$ cat config.mk
export PLATFORM = sky130hd
export DESIGN_NAME = mix_div_seq
export DESIGN_NICKNAME = d
export VERILOG_FILES = /design/src/rtl/mix_pkg.sv /design/src/rtl/mix_div_step.sv /design/src/rtl/mix_div_seq.sv
export SDC_FILE = /design/constraint.sdc
export NUM_CORES = 1
export LEC_CHECK = 0
export CORE_MARGIN = 5
export CORE_UTILIZATION = 59
export CTS_BUF_LIST = sky130_fd_sc_hd__clkbuf_8
export CTS_CLUSTER_DIAMETER = 30
export DETAILED_ROUTE_END_ITERATION = 7
export GPL_TIMING_DRIVEN = 0
export PLACE_DENSITY = 0.89
export SYNTH_ARGS = -nofsm -noshare
export SYNTH_HDL_FRONTEND = slang
export SYNTH_SLANG_ARGS = --single-unit
$ cat constraint.sdc
create_clock -name clk -period 6.38 [get_ports clk]
set_input_delay 0.638 -clock clk [delete_from_list [all_inputs] [get_ports clk]]
set_output_delay 0.638 -clock clk [all_outputs]
set_load 0.05 [all_outputs]
$ cat src/rtl/mix_pkg.sv
// Shared MIX datapath definitions: default word width, divider FSM states and
// a sign-magnitude word type.
package mix_pkg;

    localparam int WORD_W = 30;

    typedef enum logic [1:0] {
        IDLE = 2'd0,
        RUN  = 2'd1,
        DONE = 2'd2
    } div_state_e;

    typedef struct packed {
        logic              sign;
        logic [WORD_W-1:0] mag;
    } mix_word_t;

endpackage

$ cat src/rtl/mix_div_step.sv
// One restoring-division iteration: shift in the next dividend bit, then
// subtract the divisor if it fits.
module mix_div_step #(
    parameter int W = 30
) (
    input  logic [W:0]   rem_in,
    input  logic         din,
    input  logic [W-1:0] div,
    output logic [W:0]   rem_out,
    output logic         q_bit
);

    logic [W:0] shifted;

    // rem_in is always below the divisor, so its top bit is zero and the
    // shift cannot lose information.
    assign shifted = {rem_in[W-1:0], din};

    always_comb begin
        if (shifted >= {1'b0, div}) begin
            rem_out = shifted - {1'b0, div};
            q_bit   = 1'b1;
        end else begin
            rem_out = shifted;
            q_bit   = 1'b0;
        end
    end

endmodule

$ cat src/rtl/mix_div_seq.sv
// Multi-cycle sign-magnitude divider (rA:rX / V) with start/busy/done handshake.
// Remainder output is built only when MIX_DIV_REMAINDER_EN is defined.
module mix_div_seq
    import mix_pkg::*;
#(
    parameter int W = WORD_W
) (
    input  logic         clk,
    input  logic         reset,
    input  logic         start,
    input  logic [W-1:0] a_hi,
    input  logic [W-1:0] a_lo,
    input  logic         a_sign,
    input  logic [W-1:0] v,
    input  logic         v_sign,
    output logic         busy,
    output logic         done,
    output logic         ovf,
    output logic [W-1:0] q,
    output logic         q_sign,
    output logic [W-1:0] r,
    output logic         r_sign
);

    localparam int CW = $clog2(W + 1);

    div_state_e   state_q, state_d;
    logic [CW-1:0] cnt_q, cnt_d;
    logic [W:0]   rem_q, rem_d;
    logic [W-1:0] shf_q, shf_d;
    logic [W-1:0] v_q, v_d;
    logic         a_sign_q, a_sign_d;
    logic         v_sign_q, v_sign_d;
    logic         busy_q, busy_d;
    logic         done_q, done_d;
    logic         ovf_q, ovf_d;
    logic [W-1:0] q_q, q_d;
    logic         q_sign_q, q_sign_d;
`ifdef MIX_DIV_REMAINDER_EN
    logic [W-1:0] r_q, r_d;
    logic         r_sign_q, r_sign_d;
`endif

    logic [W:0] step_rem;
    logic       step_q;

    mix_div_step #(.W(W)) u_step (
        .rem_in  (rem_q),
        .din     (shf_q[W-1]),
        .div     (v_q),
        .rem_out (step_rem),
        .q_bit   (step_q)
    );

    always_comb begin
        state_d  = state_q;
        cnt_d    = cnt_q;
        rem_d    = rem_q;
        shf_d    = shf_q;
        v_d      = v_q;
        a_sign_d = a_sign_q;
        v_sign_d = v_sign_q;
        busy_d   = busy_q;
        done_d   = 1'b0;
        ovf_d    = ovf_q;
        q_d      = q_q;
        q_sign_d = q_sign_q;
`ifdef MIX_DIV_REMAINDER_EN
        r_d      = r_q;
        r_sign_d = r_sign_q;
`endif
        case (state_q)
            IDLE: begin
                if (start) begin
                    a_sign_d = a_sign;
                    v_sign_d = v_sign;
                    v_d      = v;
                    ovf_d    = 1'b0;
                    // Quotient would not fit in W bits (covers v == 0 too).
                    if (a_hi >= v) begin
                        ovf_d   = 1'b1;
                        done_d  = 1'b1;
                        state_d = DONE;
                    end else begin
                        rem_d   = {1'b0, a_hi};
                        shf_d   = a_lo;
                        cnt_d   = CW'(W);
                        busy_d  = 1'b1;
                        state_d = RUN;
                    end
                end
            end
            RUN: begin
                // Dividend bits leave the top of shf while quotient bits enter the bottom.
                rem_d = step_rem;
                shf_d = {shf_q[W-2:0], step_q};
                cnt_d = cnt_q - CW'(1);
                if (cnt_q == CW'(1)) begin
                    state_d  = DONE;
                    busy_d   = 1'b0;
                    done_d   = 1'b1;
                    q_d      = {shf_q[W-2:0], step_q};
                    q_sign_d = a_sign_q ^ v_sign_q;
`ifdef MIX_DIV_REMAINDER_EN
                    r_d      = step_rem[W-1:0];
                    r_sign_d = a_sign_q;
`endif
                end
            end
            DONE: begin
                state_d = IDLE;
            end
            default: begin
                state_d = IDLE;
                busy_d  = 1'b0;
            end
        endcase
    end

    always_ff @(posedge clk) begin
        if (reset) begin
            state_q  <= IDLE;
            cnt_q    <= '0;
            rem_q    <= '0;
            shf_q    <= '0;
            v_q      <= '0;
            a_sign_q <= 1'b0;
            v_sign_q <= 1'b0;
            busy_q   <= 1'b0;
            done_q   <= 1'b0;
            ovf_q    <= 1'b0;
            q_q      <= '0;
            q_sign_q <= 1'b0;
`ifdef MIX_DIV_REMAINDER_EN
            r_q      <= '0;
            r_sign_q <= 1'b0;
`endif
        end else begin
            state_q  <= state_d;
            cnt_q    <= cnt_d;
            rem_q    <= rem_d;
            shf_q    <= shf_d;
            v_q      <= v_d;
            a_sign_q <= a_sign_d;
            v_sign_q <= v_sign_d;
            busy_q   <= busy_d;
            done_q   <= done_d;
            ovf_q    <= ovf_d;
            q_q      <= q_d;
            q_sign_q <= q_sign_d;
`ifdef MIX_DIV_REMAINDER_EN
            r_q      <= r_d;
            r_sign_q <= r_sign_d;
`endif
        end
    end

    assign busy   = busy_q;
    assign done   = done_q;
    assign ovf    = ovf_q;
    assign q      = q_q;
    assign q_sign = q_sign_q;
`ifdef MIX_DIV_REMAINDER_EN
    assign r      = r_q;
    assign r_sign = r_sign_q;
`else
    assign r      = '0;
    assign r_sign = 1'b0;
`endif

endmodule

# Word level (Yosys, flattened, before mapping)
# Index checks and enable logic that the tools add are counted.
dict set report word_totals {
  regBits 133
  latchBits 0
  ram_bits 0
  mem_bits_ro 0
  input_bits 95
  out_inout_bits 65
  wordCells 54
  memories 0
}
dict set report classes {
  addsub 2
  multipliers 0
  div_mod_pow 0
  order_cmp 2
  eq_ne 6
  shift 0
  n_mux 23
  bitwise_logic 2
  n_reduce_logical 7
}
# op n
set op_table {}
lappend op_table {{$mux W30} 5}
lappend op_table {{$pmux W30 S2} 2}
lappend op_table {{$ge A31 B30 Y1} 1}
lappend op_table {{$ge A30 B30 Y1} 1}
lappend op_table {{$sub A30 B30 Y30} 1}
lappend op_table {{$mux W5} 2}
lappend op_table {{$pmux W5 S2} 1}
lappend op_table {{$mux W1} 7}
lappend op_table {{$mux W2} 3}
lappend op_table {{$ne A2 B2 Y1 const B} 3}
lappend op_table {{$reduce_and A2 Y1} 3}
lappend op_table {{$eq A5 B1 Y1 const B} 1}
lappend op_table {{$sub A5 B1 Y5 const B} 1}
lappend op_table {{$pmux W2 S2} 1}
lappend op_table {{$reduce_and A4 Y1} 1}
lappend op_table {{$pmux W1 S3} 1}
lappend op_table {{$reduce_and A3 Y1} 1}
lappend op_table {{$eq A2 B1 Y1 const B} 1}
lappend op_table {{$eq A2 B2 Y1 const B} 1}
lappend op_table {{$logic_not A2 Y1} 1}
lappend op_table {{$pmux W1 S2} 1}
lappend op_table {{$reduce_bool A2 Y1} 1}
lappend op_table {{$not A1 Y1} 1}
lappend op_table {{$xor A1 B1 Y1} 1}

# Depth between registers and ports, before layout
# Gate-level depths: netlist of the first run.
dict set report logic_depth {
  word_depth 4
  mapped_depth 13
  ltp_nobuf 11
}

# Hierarchy
# A second synthesis of the first run with hierarchy kept.
dict set report unflattened {
  hier_cells 1196
  area_unflattened_um2 9446.6
}
# module instances cells_per_inst area_each_um2 seq_area_each_um2
set modules_own_cells {}
lappend modules_own_cells {mix_div_seq 1 893 7233.2 2682.6}
lappend modules_own_cells {mix_div_step 1 303 2213.4 0.0}

# Least setup slack after synthesis of the first run
# No wires, ideal clock.
dict set report synth_path {
  path_kind {input to register}
  from {input port a_hi[0]}
  to {register rem_q[14]}
  setup_time_ns 0.120
  t_arrival_ns 2.943
  t_required_ns 6.260
  setup_slack_ns 3.318
  path_stages 12
  n_path_buf 2
  path_cell_list {inv_1 -> ha_1 -> nand2b_1 -> a2111oi_2 -> o31ai_1 -> o311a_1 -> o31a_1 -> buf_2 -> buf_6 -> a22oi_1 -> nor2_1 -> a211o_1}
}
dict set report synth_via {
  elab_chain_len 3
}
# item line_no
set synth_lines {}
lappend synth_lines {{start, declared} mix_div_seq.sv:11} ;# input logic [W-1:0] a_hi,
lappend synth_lines {{$ge A30 B30 Y1} mix_div_seq.sv:80} ;# if (a_hi >= v) begin
lappend synth_lines {{$ne A2 B2 Y1 (no source line)} n/a}
lappend synth_lines {{$reduce_and A3 Y1 (no source line)} n/a}
lappend synth_lines {{end signal, assigned} mix_div_seq.sv:141} ;# rem_q <= rem_d;
lappend synth_lines {{end, declared} mix_div_seq.sv:29} ;# logic [W:0] rem_q, rem_d;
# No other way between the ends.
# A chain may end at the register's enable or synchronous reset.

# Worst setup path in the final report of the first run
dict set report layout_path {
  from {input port a_hi[0]}
  to {register rem_q[6]}
}
# Same word-level chain as after synthesis.

==> reports/results.ini, run 1 <==
[run_status]
status = completed

[critical_path]
path_delay_family = compound AO/OA/AOI/OAI gates
startpoint_type = primary input
worstSetupStartpoint = a_hi[0]
reg2reg_from = v_q[14]
path_class = primary input to flip-flop
slowest_stage = nor3_2
cpPeakStageDelay_ns = 0.85
critical_path_buf_inv_count = 3
worstPathArrival_ns = 4.48
end_kind = flip-flop
path_cells = clkdlybuf4s50_1 -> inv_1 -> ha_1 -> nand2b_1 -> a2111oi_2 -> o31ai_1 -> o311a_1 -> nor3_2 -> buf_2 -> a222oi_1 -> a31oi_1
crit_fanout = 10
cp.required_ns = 6.76

[place]
place_ws_ns = 1.92
gp_congestion = 0.963
dp_hpwl_mm = 19.1
portBuffers = 128
dpl_cell_area_sq_um = 10100

[timing]
slew_headroom_pct = 34.4
finalHoldViolations = 0
layout_min_cycle_time_ns = 4.09
finalWorstSetupSlack_ns = 2.29
fin_skew_ns = 0.0155
fin_crit_sh_pct = 64.1
tightest_slew_ns = 0.979
tns_ns = 0
max_freq_mhz = 244
rsz0062_at_grt = no
setup_viol = 0
drv_slew = 0

[power_and_ir_drop]
p_per_area_nw_per_um2 = 307
peakVddDrop_mv = 0.241
p_leak_nw = 4.30

[synthesis]
synth.ff_latch_count = 133
synth_seq_area_share_pct = 31.3
yosysUniqueCellTypes = 74
syn_inst = 1061
synth_area_sq_um = 8500
synth_async_sr_flop_share_pct = 0
synth-main-ff-cell = dfxtp_1
synth_edf_count = 0
avgSynthCellArea_sq_um = 8.01
yosys_warnings = 0

[cts]
cts_buffers = 17
cts_hold_buf = 0
path_clk_slew_ns = 0.07
insertion_delay_ns = 0.47
clk_path_buf_depth = 2
cts_tree = done
cts-root-buf = clkbuf_8
cts_sinks = 133
htreeDepth = 4
cts_resized = 0
post_cts_buffers = 0

[finish]
diodes = 0
nets = 1396
drive_above_1_share_pct = 8.95
areaGrowthSynthToFinish_pct = 23.7
final_common_cell = nand2_1
fin_area_sq_um = 10500
layout_common_cells = 166 x nand2_1, 133 x dfxtp_1, 128 x clkdlybuf4s50_1, 102 x a21oi_1, 87 x nor2_1

[die]
core_sq_um = 14000
die_w_microns = 130
rows = 43
io_pins = 160
die_h_microns = 130
die_area_sq_um = 16900
initial_core_util_pct = 60.8

[min_path]
min_from = v_q[7]
worstHoldPathType = flip-flop to flip-flop

[drt]
wl_per_cell_microns = 17.8
via_count = 8526
totalWireLength_mm = 25.5
drc_errors = 0
drt-initial-drc-count = 766
avgViaCountPerCell = 5.96
ant_nets = 0
firstDrtPassIters = 6

[job]
maxCapViolCount = 0

[grt]
globalRouteTotalUtil_pct = 29.9
grt_pass1_vias = 8240
grt_max_degree = 17
grt_pass1_wl_mm = 40.2
grt_overflow_total = 0
antenna_found_initial = 0

[routing by layer]
layer | share of wire (%) | wire length (microns) | GRT usage, % | up-vias
met5 | 0 | 0 | 0 | -
met4 | 3.9 | 1000 | 13.4 | 0
met3 | 10 | 2660 | 7.33 | 84
met2 | 46 | 11700 | 47.6 | 449
met1 | 40 | 10100 | 38.5 | 3954
li1 | - | - | - | 4039
[stage by stage]
| stage | power (mW) | instances | hold WS [ns] | utilization (%) |
|---|---|---|---|---|
| 6_report | 3.23 | 1431 | 0.455 | 75.2 |
| 5_1_grt | 3.41 | 1431 | 0.475 | 75.2 |
| 4_1_cts | 3.19 | 1431 | 0.457 | 75.2 |
| 3_5_place_dp | 2.47 | 1399 | 0.446 | 72.4 |
| 3_3_place_gp | 2.43 | 1399 | 0.442 | 72.4 |
| 2_1_floorplan | 2.11 | 1091 | 0.436 | - |
[registers in the layout, summed over array words and instances, names as in the netlist]
signal    flops
v_sign_q      1
ovf           1
rem_q        30
q            30
q_sign        1
shf_q        30
cnt_q         5
busy          1
v_q          30
state_q       2
a_sign_q      1
done          1
[synth_stat cells, types with 4 or more instances]
cell type / instances / area [sq um]
o21ai_0: 24 / 120
nand3_1: 17 / 85.1
a21oi_1: 102 / 510
a221oi_1: 5 / 43.8
nor3b_1: 4 / 30.0
ha_1: 62 / 776
xor2_1: 10 / 87.6
a222oi_1: 9 / 90.1
nand2b_1: 9 / 56.3
nor2_1: 87 / 327
buf_2: 11 / 55.1
mux2_2: 5 / 56.3
nand2_1: 166 / 623
o211ai_1: 7 / 52.6
a221o_1: 15 / 150
a21o_1: 8 / 60.1
inv_1: 72 / 270
nor3_1: 8 / 40.0
buf_6: 8 / 90.1
buf_4: 34 / 255
a211oi_1: 40 / 300
dfxtp_1: 133 / 2660
and3_1: 9 / 56.3
nor2b_1: 6 / 37.5
nand4_1: 12 / 75.1
a22oi_1: 17 / 128
clkbuf_1: 42 / 158
a31oi_1: 8 / 50.1
mux2i_1: 38 / 380
xnor2_1: 18 / 158
o31a_1: 4 / 35.0
o21a_1: 9 / 67.6
[area by class of cell]
cell class | count | area, sq um
tap | 180 | 225
multi-input combinational | 789 | 5120
sequential | 133 | 2660
clock buffer | 18 | 248
buffer | 97 | 566
inverter | 72 | 270
clock inverter | 14 | 151
fill | 1053 | 3470
timing repair buffer | 128 | 1280
[tightest hold or removal path: stages, from the launching register on]
cell	delay (ns)
dfxtp_1	0.31
nand2_1	0.05
a21oi_1	0.05
[path summary, 6_finish.rpt]
path	to	slack, ns	cells after the start
worst max-delay path	rem_q[6]	2.29	11
worst min-delay path	v_q[7]	0.46	2
worst max register to register	rem_q[22]	3.04	12
worst min register to register	v_q[7]	0.46	2
[kinds of logic after synthesis]
kind of cell / count (synthesis) / synth area share, %
multiplexers: 43 / 5.14
other: 1 / 0.0441
AND/OR/NAND/NOR: 342 / 18.4
buffers and inverters: 169 / 9.83
AO/OA/AOI/OAI: 282 / 23.0
adder cells (fa/ha/maj): 63 / 9.36
XOR/XNOR: 28 / 2.88
flip-flops: 133 / 31.3
[power breakdown]
part | internal (mW) | leakage, nW | switching [mW]
logic | 0.619 | 3.01 | 0.884
registers | 0.920 | 1.09 | 0.0755
clock network | 0.360 | 0.193 | 0.366
total | 1.90 | 4.30 | 1.33
No activity file was read; power rests on OpenSTA's default activity.
==> inputs of run 2 (changes only) <==
--- a/config.mk
+++ b/config.mk
@@ -6,12 +6,12 @@
 export NUM_CORES = 1
 export LEC_CHECK = 0
 export CORE_MARGIN = 5
-export CORE_UTILIZATION = 59
+export CORE_UTILIZATION = 55
 export CTS_BUF_LIST = sky130_fd_sc_hd__clkbuf_8
 export CTS_CLUSTER_DIAMETER = 30
 export DETAILED_ROUTE_END_ITERATION = 7
 export GPL_TIMING_DRIVEN = 0
-export PLACE_DENSITY = 0.89
+export PLACE_DENSITY = 0.84
 export SYNTH_ARGS = -nofsm -noshare
 export SYNTH_HDL_FRONTEND = slang
 export SYNTH_SLANG_ARGS = --single-unit
==> constraint.sdc (replaced) <==
create_clock -name clk -period 3.9 [get_ports clk]
set_input_delay 0.39 -clock clk [delete_from_list [all_inputs] [get_ports clk]]
set_output_delay 0.39 -clock clk [all_outputs]
set_load 0.05 [all_outputs]
==> run 2 against run 1 <==
Sequential cell count is the same. Cell area is 0.58% higher. Sequential share of layout area shrank 0.15 points. First-iteration DRC count is 1.8% higher. Critical endpoint is now rem_q[3].
==> reports/results.ini, run 2 (synthesis gave the netlist of run 1 again) <==
[timing]
tightest_slew_ns = 0.914
rsz0062_at_grt = no
slew_headroom_pct = 37.5
fin_skew_ns = 0.00950
hold_ws_ns = 0.457
fin_crit_sh_pct = 96.1
tns_ns = 0
finalHoldViolations = 0
layout_min_cycle_time_ns = 3.75
setup_viol = 0
drv_slew = 0
max_freq_mhz = 267

[cts]
insertion_delay_ns = 0.47
cts_buffers = 17
path_clk_slew_ns = 0.09
cts-root-buf = clkbuf_8
clk_path_buf_depth = 2
htreeDepth = 4
cts_hold_buf = 0
cts_sinks = 133
cts_tree = done

[power_and_ir_drop]
p_leak_nw = 4.33
power_mw = 5.40
p_per_area_nw_per_um2 = 511
peakVddDrop_mv = 0.329

[drt]
wl_per_cell_microns = 17.4
firstDrtPassIters = 6
via_count = 8376
avgViaCountPerCell = 5.82
drc_errors = 0
ant_nets = 0
totalWireLength_mm = 25.1
drt-initial-drc-count = 780

[die]
die_h_microns = 134
io_pins = 160
die_w_microns = 134
core_sq_um = 15200
rows = 45
initial_core_util_pct = 55.9
die_area_sq_um = 18000

[critical_path]
startpoint_type = primary input
cp.required_ns = 4.23
end_kind = flip-flop
path_class = primary input to flip-flop
crit_fanout = 10
worstPathArrival_ns = 4.07

[grt]
grt_pass1_wl_mm = 39.9
grt_overflow_total = 0
antenna_found_initial = 0
globalRouteTotalUtil_pct = 27.4
grt_max_degree = 17
grt_pass1_vias = 7874

[finish]
n_fill_cell = 1259
areaGrowthSynthToFinish_pct = 24.5
fin_cells = 1439
final_common_cell = nand2_1
nets = 1396
fin_util_pct = 69.6
diodes = 0
drive_above_1_share_pct = 9.03
layout_common_cells = 166 x nand2_1, 133 x dfxtp_1, 128 x clkdlybuf4s50_1, 102 x a21oi_1, 87 x nor2_1

[run_status]
status = completed

[job]
maxCapViolCount = 0

[place]
dp_hpwl_mm = 18.8
dp_cells = 1407
portBuffers = 128
gp_congestion = 0.955

[min_path]
worstHoldPathType = flip-flop to flip-flop

-- run 2: path summary, 6_finish.rpt --
check	cells after the start	startpoint	end	slack, ns
setup / recovery	10	v[29]	rem_q[3]	0.15
hold / removal	2	q[9]	q[9]	0.46
setup reg to reg	12	v_q[9]	rem_q[21]	0.45
hold reg to reg	2	q[9]	q[9]	0.46
-- run 2: metrics by stage --
| stage | worst slack (ns) | cell area [sq um] |
|---|---|---|
| after floorplan | 1.09 | 8610 |
| after global routing | 0.109 | 10600 |
| after CTS | 0.139 | 10600 |
| final | 0.151 | 10600 |
| after global placement | -0.249 | 10100 |
| after detailed placement | -0.354 | 10100 |
-- run 2: final cells by class --
type | count | area, sq um | area share (%)
Buffer | 97 | 566 | 5.34
Clock buffer | 17 | 234 | 2.21
Clock inverter | 15 | 210 | 1.99
Inverter | 72 | 270 | 2.55
Multi-Input combinational cell | 789 | 5120 | 48.4
Sequential cell | 133 | 2660 | 25.2
Tap cell | 188 | 235 | 2.22
Timing Repair Buffer | 128 | 1280 | 12.1
-- run 2: critical path, cell delays in order --
cell and delay [ns]:
clkdlybuf4s50_1 0.55, inv_1 0.11, ha_1 0.31, nand4_1 0.22
a2111oi_0 0.87, o311a_1 0.60, nor3_4 0.21, buf_2 0.30
a222oi_1 0.38, a31oi_1 0.13
-- run 2: power by group --
group          total [mW]  switching [mW]  internal (mW)
clock network        1.32           0.652          0.663
registers            1.63           0.122           1.51
logic                2.46            1.45           1.01
total                5.40            2.22           3.18
-- run 2: layer usage --
layer	global-route usage, %	wire, microns
met1	35.1	10400
met2	43.9	11400
met3	7.43	2390
met4	10.9	901
met5	0	0
-- run 2: timing repair --
action / in CTS / in global routing
resized for setup: 0 / 1
setup buffers: 0 / 0
setup endpoints to repair: 0 / 10
